$ cat config.mk
export PLATFORM = sky130hd
export DESIGN_NAME = pc_redirect_ctrl
export DESIGN_NICKNAME = d
export VERILOG_FILES = /design/src/rtl/pc_redirect_ctrl.sv
export SDC_FILE = /design/constraint.sdc
export NUM_CORES = 1
export LEC_CHECK = 0
export CELL_PAD_IN_SITES_DETAIL_PLACEMENT = 1
export CELL_PAD_IN_SITES_GLOBAL_PLACEMENT = 1
export CORE_MARGIN = 3
export CORE_UTILIZATION = 30
export DETAILED_ROUTE_END_ITERATION = 6
export PLACE_DENSITY_LB_ADDON = 0.05
export SYNTH_ARGS = -nofsm -noshare
export SYNTH_HDL_FRONTEND = slang
export SYNTH_SLANG_ARGS = --single-unit
$ cat constraint.sdc
create_clock -name clk -period 2.5 [get_ports clk]
set_input_delay 0.625 -clock clk [delete_from_list [all_inputs] [get_ports clk]]
set_output_delay 0.625 -clock clk [all_outputs]
set_load 0.02 [all_outputs]
$ cat src/rtl/pc_redirect_ctrl.sv
// Fetch-side PC control: sequential advance, branch/RET redirects, stalls,
// two-word immediate skipping and interrupt entry (drain, push, vector).
module pc_redirect_ctrl #(
  parameter int unsigned DRAIN_CYCLES    = 3,
  parameter int unsigned INT_VECTOR_BASE = 0,
  parameter int unsigned VECTOR_STRIDE   = 1
) (
  input  logic        clk,
  input  logic        reset,
  input  logic [31:0] pc_plus_one,
  input  logic        is_two_word,
  input  logic        stall,
  input  logic        branch_taken,
  input  logic [31:0] branch_target,
  input  logic        ret_valid,
  input  logic [31:0] ret_address,
  input  logic        int_req,
  input  logic [4:0]  int_index,
  output logic        pc_write,
  output logic [31:0] pc_write_back_value,
  output logic        clear_instruction,
  output logic        save_valid,
  input  logic        save_ready,
  output logic [31:0] save_pc,
  output logic        int_ack
);

  localparam int unsigned CNT_W     = (DRAIN_CYCLES > 1) ? $clog2(DRAIN_CYCLES) : 1;
  localparam int unsigned STRIDE_SH = (VECTOR_STRIDE > 1) ? $clog2(VECTOR_STRIDE) : 0;
  localparam logic [CNT_W-1:0] DRAIN_LOAD = CNT_W'(DRAIN_CYCLES - 1);
  localparam logic [31:0]      VEC_BASE   = 32'(INT_VECTOR_BASE);

  typedef enum logic [1:0] {
    RUN        = 2'd0,
    INT_DRAIN  = 2'd1,
    INT_SAVE   = 2'd2,
    INT_VECTOR = 2'd3
  } state_t;

  state_t           state;
  logic             imm_pending;
  logic [CNT_W-1:0] drain_cnt;
  logic [31:0]      saved_pc;
  logic [4:0]       saved_index;
  logic [31:0]      vector_addr;

  assign vector_addr = VEC_BASE + (32'(saved_index) << STRIDE_SH);

  // State and bookkeeping registers
  always_ff @(posedge clk or posedge reset) begin
    if (reset) begin
      state       <= RUN;
      imm_pending <= 1'b0;
      drain_cnt   <= '0;
      saved_pc    <= '0;
      saved_index <= '0;
    end else begin
      case (state)
        RUN: begin
          if (ret_valid || branch_taken) begin
            imm_pending <= 1'b0;
          end else if (!stall) begin
            if (int_req && !imm_pending) begin
              // The instruction being cleared now re-executes after RTI.
              saved_pc    <= pc_plus_one - 32'd1;
              saved_index <= int_index;
              drain_cnt   <= DRAIN_LOAD;
              state       <= INT_DRAIN;
            end else begin
              imm_pending <= is_two_word & ~imm_pending;
            end
          end
        end
        INT_DRAIN: begin
          if (ret_valid) begin
            saved_pc  <= ret_address;
            drain_cnt <= DRAIN_LOAD;
          end else if (branch_taken) begin
            saved_pc  <= branch_target;
            drain_cnt <= DRAIN_LOAD;
          end else if (drain_cnt == '0) begin
            state <= INT_SAVE;
          end else begin
            drain_cnt <= drain_cnt - CNT_W'(1);
          end
        end
        INT_SAVE: begin
          if (save_ready) state <= INT_VECTOR;
        end
        INT_VECTOR: state <= RUN;
        default:    state <= RUN;
      endcase
    end
  end

  // Fetch control, forced quiet while reset is held
  always_comb begin
    pc_write            = 1'b0;
    pc_write_back_value = 32'd0;
    clear_instruction   = 1'b0;
    save_valid          = 1'b0;
    save_pc             = 32'd0;
    int_ack             = 1'b0;
    if (!reset) begin
      case (state)
        RUN: begin
          if (ret_valid) begin
            pc_write            = 1'b1;
            pc_write_back_value = ret_address;
            clear_instruction   = 1'b1;
          end else if (branch_taken) begin
            pc_write            = 1'b1;
            pc_write_back_value = branch_target;
            clear_instruction   = 1'b1;
          end else if (stall) begin
            pc_write          = 1'b0;
            clear_instruction = 1'b0;
          end else if (int_req && !imm_pending) begin
            clear_instruction = 1'b1;
          end else begin
            pc_write            = 1'b1;
            pc_write_back_value = pc_plus_one;
            clear_instruction   = imm_pending;
          end
        end
        INT_DRAIN: clear_instruction = 1'b1;
        INT_SAVE: begin
          clear_instruction = 1'b1;
          save_valid        = 1'b1;
          save_pc           = saved_pc;
        end
        INT_VECTOR: begin
          pc_write            = 1'b1;
          pc_write_back_value = vector_addr;
          clear_instruction   = 1'b1;
          int_ack             = 1'b1;
        end
        default: ;
      endcase
    end
  end

endmodule
== Yosys cells after proc, flatten, opt, wreduce, memory -nomap -nowiden ==
Index checks and enable logic that the tools add are counted.
Storage, ports and cells
  word-level logic and storage cells: 85
  output and inout port bits: 68
  flip-flop bits (word level): 42
Cells by class
  add/sub/neg operators: 2
  bitwise logic cells: 4
  reductions and logical operators: 12
  equal/unequal tests: 14
  multiplexer cells: 48
Operators with widths (count)
  two-way mux 32 bit: 12
  case mux 32 bit (2 select lines): 2
  subtractor 32 x 1 -> 32 bit, second input constant: 1
  two-way mux 2 bit: 13
  two-way mux 1 bit: 17
  != test 2 bit, second input constant: 8
  AND reduction 5 bit: 2
  case mux 2 bit (4 select lines): 1
  AND reduction 7 bit: 1
  equality test 2 bit, second input constant: 2
  logical NOT 2 bit: 2
  != test 4 bit, second input constant: 1
  case mux 1 bit (2 select lines): 2
  case mux 2 bit (2 select lines): 1
  AND reduction 4 bit: 1
  != test 3 bit, second input constant: 1
  inverter 1 bit: 3
  AND reduction 3 bit: 1
  OR reduction 3 bit: 1
  equality test 2 x 1 -> 1 bit, second input constant: 1
  != test 2 x 1 -> 1 bit, second input constant: 1
  nonzero test 2 bit: 1
  subtractor 2 x 1 -> 2 bit, second input constant: 1
  bitwise AND 1 bit: 1
  3 further kinds: 3

== Logic depth before layout (Yosys ltp) ==
  word-level depth: 8
  mapped depth: 9
  depth with buffers taken out: 7

== Least setup slack after synthesis ==
No wires, ideal clock.
  kind: input -> output
  start point: input port ret_valid
  end point: output port pc_write_back_value[4]
  arrival: 2.119 ns
  stages on the path: 7
  slack: -0.244 ns
  data required time: 1.875 ns
  path buffers: 3
  cell sequence: clkbuf_1 -> nor2_1 -> and2_1 -> clkbuf_1 -> clkbuf_1 -> a222oi_1 -> o21ai_0
On the way
  longest elaborated chain between the ends: 3
Ends and longest elaborated chain
  from (decl): line 15  | input logic ret_valid,
  two-way mux 32 bit: line 107  | if (ret_valid) begin
  case mux 32 bit (2 select lines): line 105  | case (state)
  two-way mux 32 bit: line 104  | if (!reset) begin
  to (decl): line 20  | output logic [31:0] pc_write_back_value,
No other way between the ends.

== Final worst setup path ==
  start point: input port ret_address[4]
  end point: output port pc_write_back_value[4]
On the way
  longest elaborated chain between the ends: 3
Ends and longest elaborated chain
  from (decl): line 16  | input logic [31:0] ret_address,
  two-way mux 32 bit: line 107
  case mux 32 bit (2 select lines): line 105
  two-way mux 32 bit: line 104
No other way between the ends.

==> impl_table.tex <==
\begin{tabular}{lr}
\hline
Metric & Value \\
\hline
\multicolumn{2}{l}{\textbf{Outcome}} \\
\quad Run status & finished, violations left \\
\quad Violated checks & negative setup slack \\
\multicolumn{2}{l}{\textbf{Clock tree}} \\
\quad Maximum clock insertion buffer count & 2 \\
\quad Clock slew at reported path FFs & $\sim$60 ps \\
\quad Inserted Clock Buffers & 5 \\
\quad Number of buffers added to fix hold violations after cts & 0 \\
\quad Clock tree from TritonCTS & done \\
\quad CTS H-Tree Depth & 2 \\
\quad Sinks on Clock Net & 42 \\
\quad Clock Tree Root & clkbuf\_16 \\
\quad Clk\_lat worst skew & 300 ps \\
\multicolumn{2}{l}{\textbf{STA}} \\
\quad Actual transition at the worst max-transition pin & 663.2 ps \\
\quad Timing-limited maximum frequency & 390.6 MHz \\
\quad Final worst-path setup slack & -60.37 ps \\
\quad Worst hold slack & between 400 and 500 ps \\
\quad Number of hold violations in the final report & 0 \\
\quad Final Skew & 3.899 ps \\
\quad Headroom to the max-slew limit & 0.5579 \\
\quad Unrepaired setup endpoints after global routing & true \\
\quad Final count of negative-setup-slack endpoints & 16 \\
\quad Final critical-path share of the clock period & 1.024 \\
\quad Final min period & 2560 ps \\
\quad Final number of max-transition violations & 0 \\
\multicolumn{2}{l}{\textbf{Power}} \\
\quad Part of the power in combinational logic & 0.612 \\
\quad Power density of the placed cells & 665.0 mW/mm2 \\
\quad LEAKAGE & 3.195 nW \\
\quad Clock power frac & 0.144 \\
\quad Internal Dissipation & 2.774 mW \\
\quad Net switching power of the design & 2.051 mW \\
\quad Overall power consumption & just under 5 mW \\
\quad Portion of total power attributed to sequential cells & 0.245 \\
\quad IR drop worst, VDD & 0.2907 mV \\
\quad Fraction of power spent switching nets & 0.4251 \\
\multicolumn{2}{l}{\textbf{Floorplanning}} \\
\quad Height of the die & 121.8 um \\
\quad Effective utilization at floorplan & 0.3124 \\
\quad Die X-Extent & 121.8 um \\
\quad \# rows & between 40 and 50 \\
\quad Floorplan die area & 0.01483 mm2 \\
\quad Number of ports placed on the die boundary & 177 \\
\quad Core area & approximately 0.013 mm2 \\
\multicolumn{2}{l}{\textbf{Synthesis}} \\
\quad Dominant cell type by area after synthesis & dfrtp\_1 \\
\quad Post-Synthesis Net Count & 631 \\
\quad Post-synthesis sequential element count & 42 \\
\quad Synthesized cell area & 0.004023 mm2 \\
\quad Instance count of the mapped netlist & about 520 \\
\quad Post-synthesis compound-gate area fraction & 0.2485 \\
\quad Xor and xnor area share after synthesis & 0.05443 \\
\quad Post-synthesis sequential area ratio & 0.2613 \\
\quad Area fraction of the dominant cell type after synthesis & 0.2613 \\
\quad Adder and majority cell fraction of the synthesized area & 0.01866 \\
\quad Synth warn & 0 \\
\quad Mean area per synthesized cell & 7.796 um2 \\
\quad EDFF count, synth & 0 \\
\quad Multiplexer share of the synthesized area & 0.06439 \\
\quad Proportion of register bits with asynchronous set or reset after synthesis & 1.000 \\
\quad Unique masters post-synth & 60 \\
\quad Dominant combinational cell family by area after synthesis & simple AND/OR/NAND/NOR gates \\
\quad Cell types occupying the most area after synthesis & dfrtp\_1 (26\%), nand2\_1 (6.3\%), o21ai\_0 (5.3\%) \\
\quad Post-Synth Simple-Gate Area & 0.2967 \\
\quad Commonest register cell after synthesis & dfrtp\_1 \\
\multicolumn{2}{l}{\textbf{Setup path}} \\
\quad Type of the worst setup path & in -> out \\
\quad Critical Path Max Stage Delay & 650 ps \\
\quad Worst EP arrival & 1940 ps \\
\quad Reg2reg end & saved\_pc[14] \\
\quad Reg2Reg Depth & 9 \\
\quad WP buf/inv & 2 \\
\quad Crit-path leading delay family & compound AO/OA/AOI/OAI gates \\
\quad CP Data Required Time & 1880 ps \\
\quad Crit-path slowest cell & a222oi\_1 \\
\quad Kind of end point of the critical path & output port \\
\quad Critical register-to-register path startpoint & state[0] \\
\quad Cells traversed along the worst timing path & clkdlybuf4s50\_1 > a222oi\_1 > o21ai\_4 > buf\_6 \\
\quad Worst-path maximum fanout & 2 \\
\quad Kind of launch point of the worst setup path & input port \\
\quad Reg-to-reg setup timing slack & about 340 ps \\
\multicolumn{2}{l}{\textbf{Hold path}} \\
\quad Class of the tightest hold or removal check & reg -> reg \\
\quad Worst Min Path Start & saved\_pc[9] \\
\quad Cell count of the worst hold path & 2 \\
\quad Worst-case hold path end point & saved\_pc[9] \\
\multicolumn{2}{l}{\textbf{Global routing}} \\
\quad Busiest grt layer & met2 \\
\quad Met1 usage in global routing & 0.2847 \\
\quad Global-route usage over all layers & 0.2439 \\
\quad Antenna violations before repair & 1 \\
\quad M2 GR Usage & 0.4506 \\
\quad Remaining global-route overflow & 0 \\
\quad Met3 layer usage reported by global route & 0.05989 \\
\quad Largest net degree at the start of global routing & 43 \\
\quad Number of global-route vias before repair & 5,587 \\
\quad Wire length of the first global-routing pass & 28,780 um \\
\multicolumn{2}{l}{\textbf{Placement}} \\
\quad Final GP Congestion & 0.8859 \\
\quad Post-detail-place hpwl & 14,190 um \\
\quad Worst slack after detailed placement & -873.6 ps \\
\quad Port Buffers & 176 \\
\quad Cells after DPL & 945 \\
\multicolumn{2}{l}{\textbf{Finish}} \\
\quad Layout area overhead & 80.37\% \\
\quad Number of nets in the layout & 910 \\
\quad Layout cells sized above 1 & 0.3643 \\
\quad Final Instance Count excl. Fillers & 968 \\
\quad FF+latch area & roughly 0.0011 mm2 \\
\quad Count of filler cells inserted in the layout & 1,542 \\
\quad Area used by multi-input combinational logic & $\sim$0.003 mm2 \\
\quad Ant diodes & 0 \\
\quad Final core utilization & 0.5635 \\
\multicolumn{2}{l}{\textbf{Job}} \\
\quad Max Cap Violations & 0 \\
\multicolumn{2}{l}{\textbf{Routing}} \\
\quad Total number of vias & 5,124 \\
\quad DRC Markers & 0 \\
\quad Detail Route Antenna Nets & 0 \\
\quad Post-Route WL & $\sim$19,000 um \\
\quad First-pass detailed-route iteration total & 5 \\
\quad Number of design-rule violations left by the first detailed-router iteration & 206 \\
\quad Vias/cell & about 5.3 \\
\quad Wirelength per Cell & 19.25 um \\
\hline
\end{tabular}
-- how the worst max path moves through the flow --
| stage | end | from | cells after the start | slack (ps) |
|---|---|---|---|---|
| final | pc_write_back_value[4] | ret_address[4] | 4 | -60 |
| after detailed placement | pc_write_back_value[4] | int_req | 7 | -870 |
| after global placement | pc_write_back_value[4] | int_req | 7 | -830 |
| after floorplan | pc_write_back_value[26] | ret_valid | 7 | -80 |
| after global routing | pc_write_back_value[4] | imm_pending | 7 | -110 |
| after CTS | pc_write_back_value[4] | state[0] | 7 | -110 |
-- Yosys cell counts, types with 3 or more instances --
cell type,number
a21oi_1,19
and2_1,34
o21ai_1,12
nor4_2,5
xor2_1,7
a22oi_1,11
nor2_1,49
nand2_1,68
a222oi_1,17
clkbuf_1,29
inv_1,13
a221oi_1,9
o21ai_0,43
mux2i_1,18
buf_2,8
a2bb2oi_1,7
nand4_1,5
mux2_2,6
ha_1,6
nand2b_1,4
o22ai_1,4
o31ai_1,5
nand3_1,6
xnor2_1,18
nor2b_1,8
nor3_1,10
nor4_1,8
or3_1,3
dfrtp_1,42
-- metrics by stage --
| stage | setup TNS, ps | instance area [um2] |
|---|---|---|
| global route | -1948 | 7256 |
| detailed placement | -45430 | 6897 |
| global placement | -42970 | 6897 |
| floorplan | -918.7 | 4078 |
| CTS | -698.2 | 7208 |
| finish | -206.8 | 7256 |
-- power groups by stage --
stage	clock network (mW)	registers [mW]	logic [mW]
after floorplan	0	1.13	1.50
after global placement	0	1.16	2.70
after detailed placement	0	1.18	2.81
after CTS	0.709	1.18	2.91
after global routing	0.733	1.21	3.22
final	0.694	1.18	2.95
-- layout by cell type (no fill, tap or decap), types with 16 or more instances in the layout --
| cell type | instances |
|---|---|
| xnor2_1 | 18 |
| mux2i_1 | 18 |
| a222oi_1 | 17 |
| and2_1 | 33 |
| buf_2 | 20 |
| a21oi_1 | 16 |
| nand2_1 | 66 |
| o21ai_0 | 36 |
| nor2_1 | 27 |
| buf_4 | 138 |
| dfrtp_1 | 42 |
| clkdlybuf4s50_1 | 99 |
| buf_6 | 30 |
| nor2_2 | 20 |
-- repair_timing --
| item | in CTS | in global routing |
|---|---|---|
| endpoints found under the setup margin | 71 | 73 |
| pin swaps | 15 | 10 |
| resized for setup | 310 | 95 |
| gates cloned | 1 | 1 |
| setup buffers | 4 | 12 |
-- registers in the layout (all words and copies together), names as in the netlist --
signal	count
saved_index	5
state	2
imm_pending	1
drain_cnt	2
saved_pc	32
-- routing by layer --
layer,part of all wire,wire (um)
met5,0.00070,13
met4,0.010,191
met3,0.068,1259
met2,0.52,9657
met1,0.40,7510
-- worst reg2reg max path, stage by stage (launching register included) --
cell and delay (ps):
dfrtp_1 370, inv_2 60, ha_4 150, buf_4 220
nor2b_1 410, o21ai_1 160, and2_1 230, buf_4 190
a21oi_1 130, o21ai_0 110
-- kinds of logic (layout without fill, tap and decap cells) --
group	Yosys count	after routing
and+or+nand+nor	216	216
AOI/OAI and AO/OA	147	147
buffers and inverters	55	335
DFF	42	42
xor gates and xnor gates	25	25
muxes	25	25
adders and majority gates	6	6
-- area by class of cell --
type,instances,area share
well taps,172,0.02966
inverters,14,0.007243
repair buffers,313,0.3864
clock buffers,7,0.01966
flip-flops and latches,42,0.1449
multi-input cells,419,0.4114
clock inverters,1,0.0006898
Note: power is estimated with default switching activity, not from simulation.
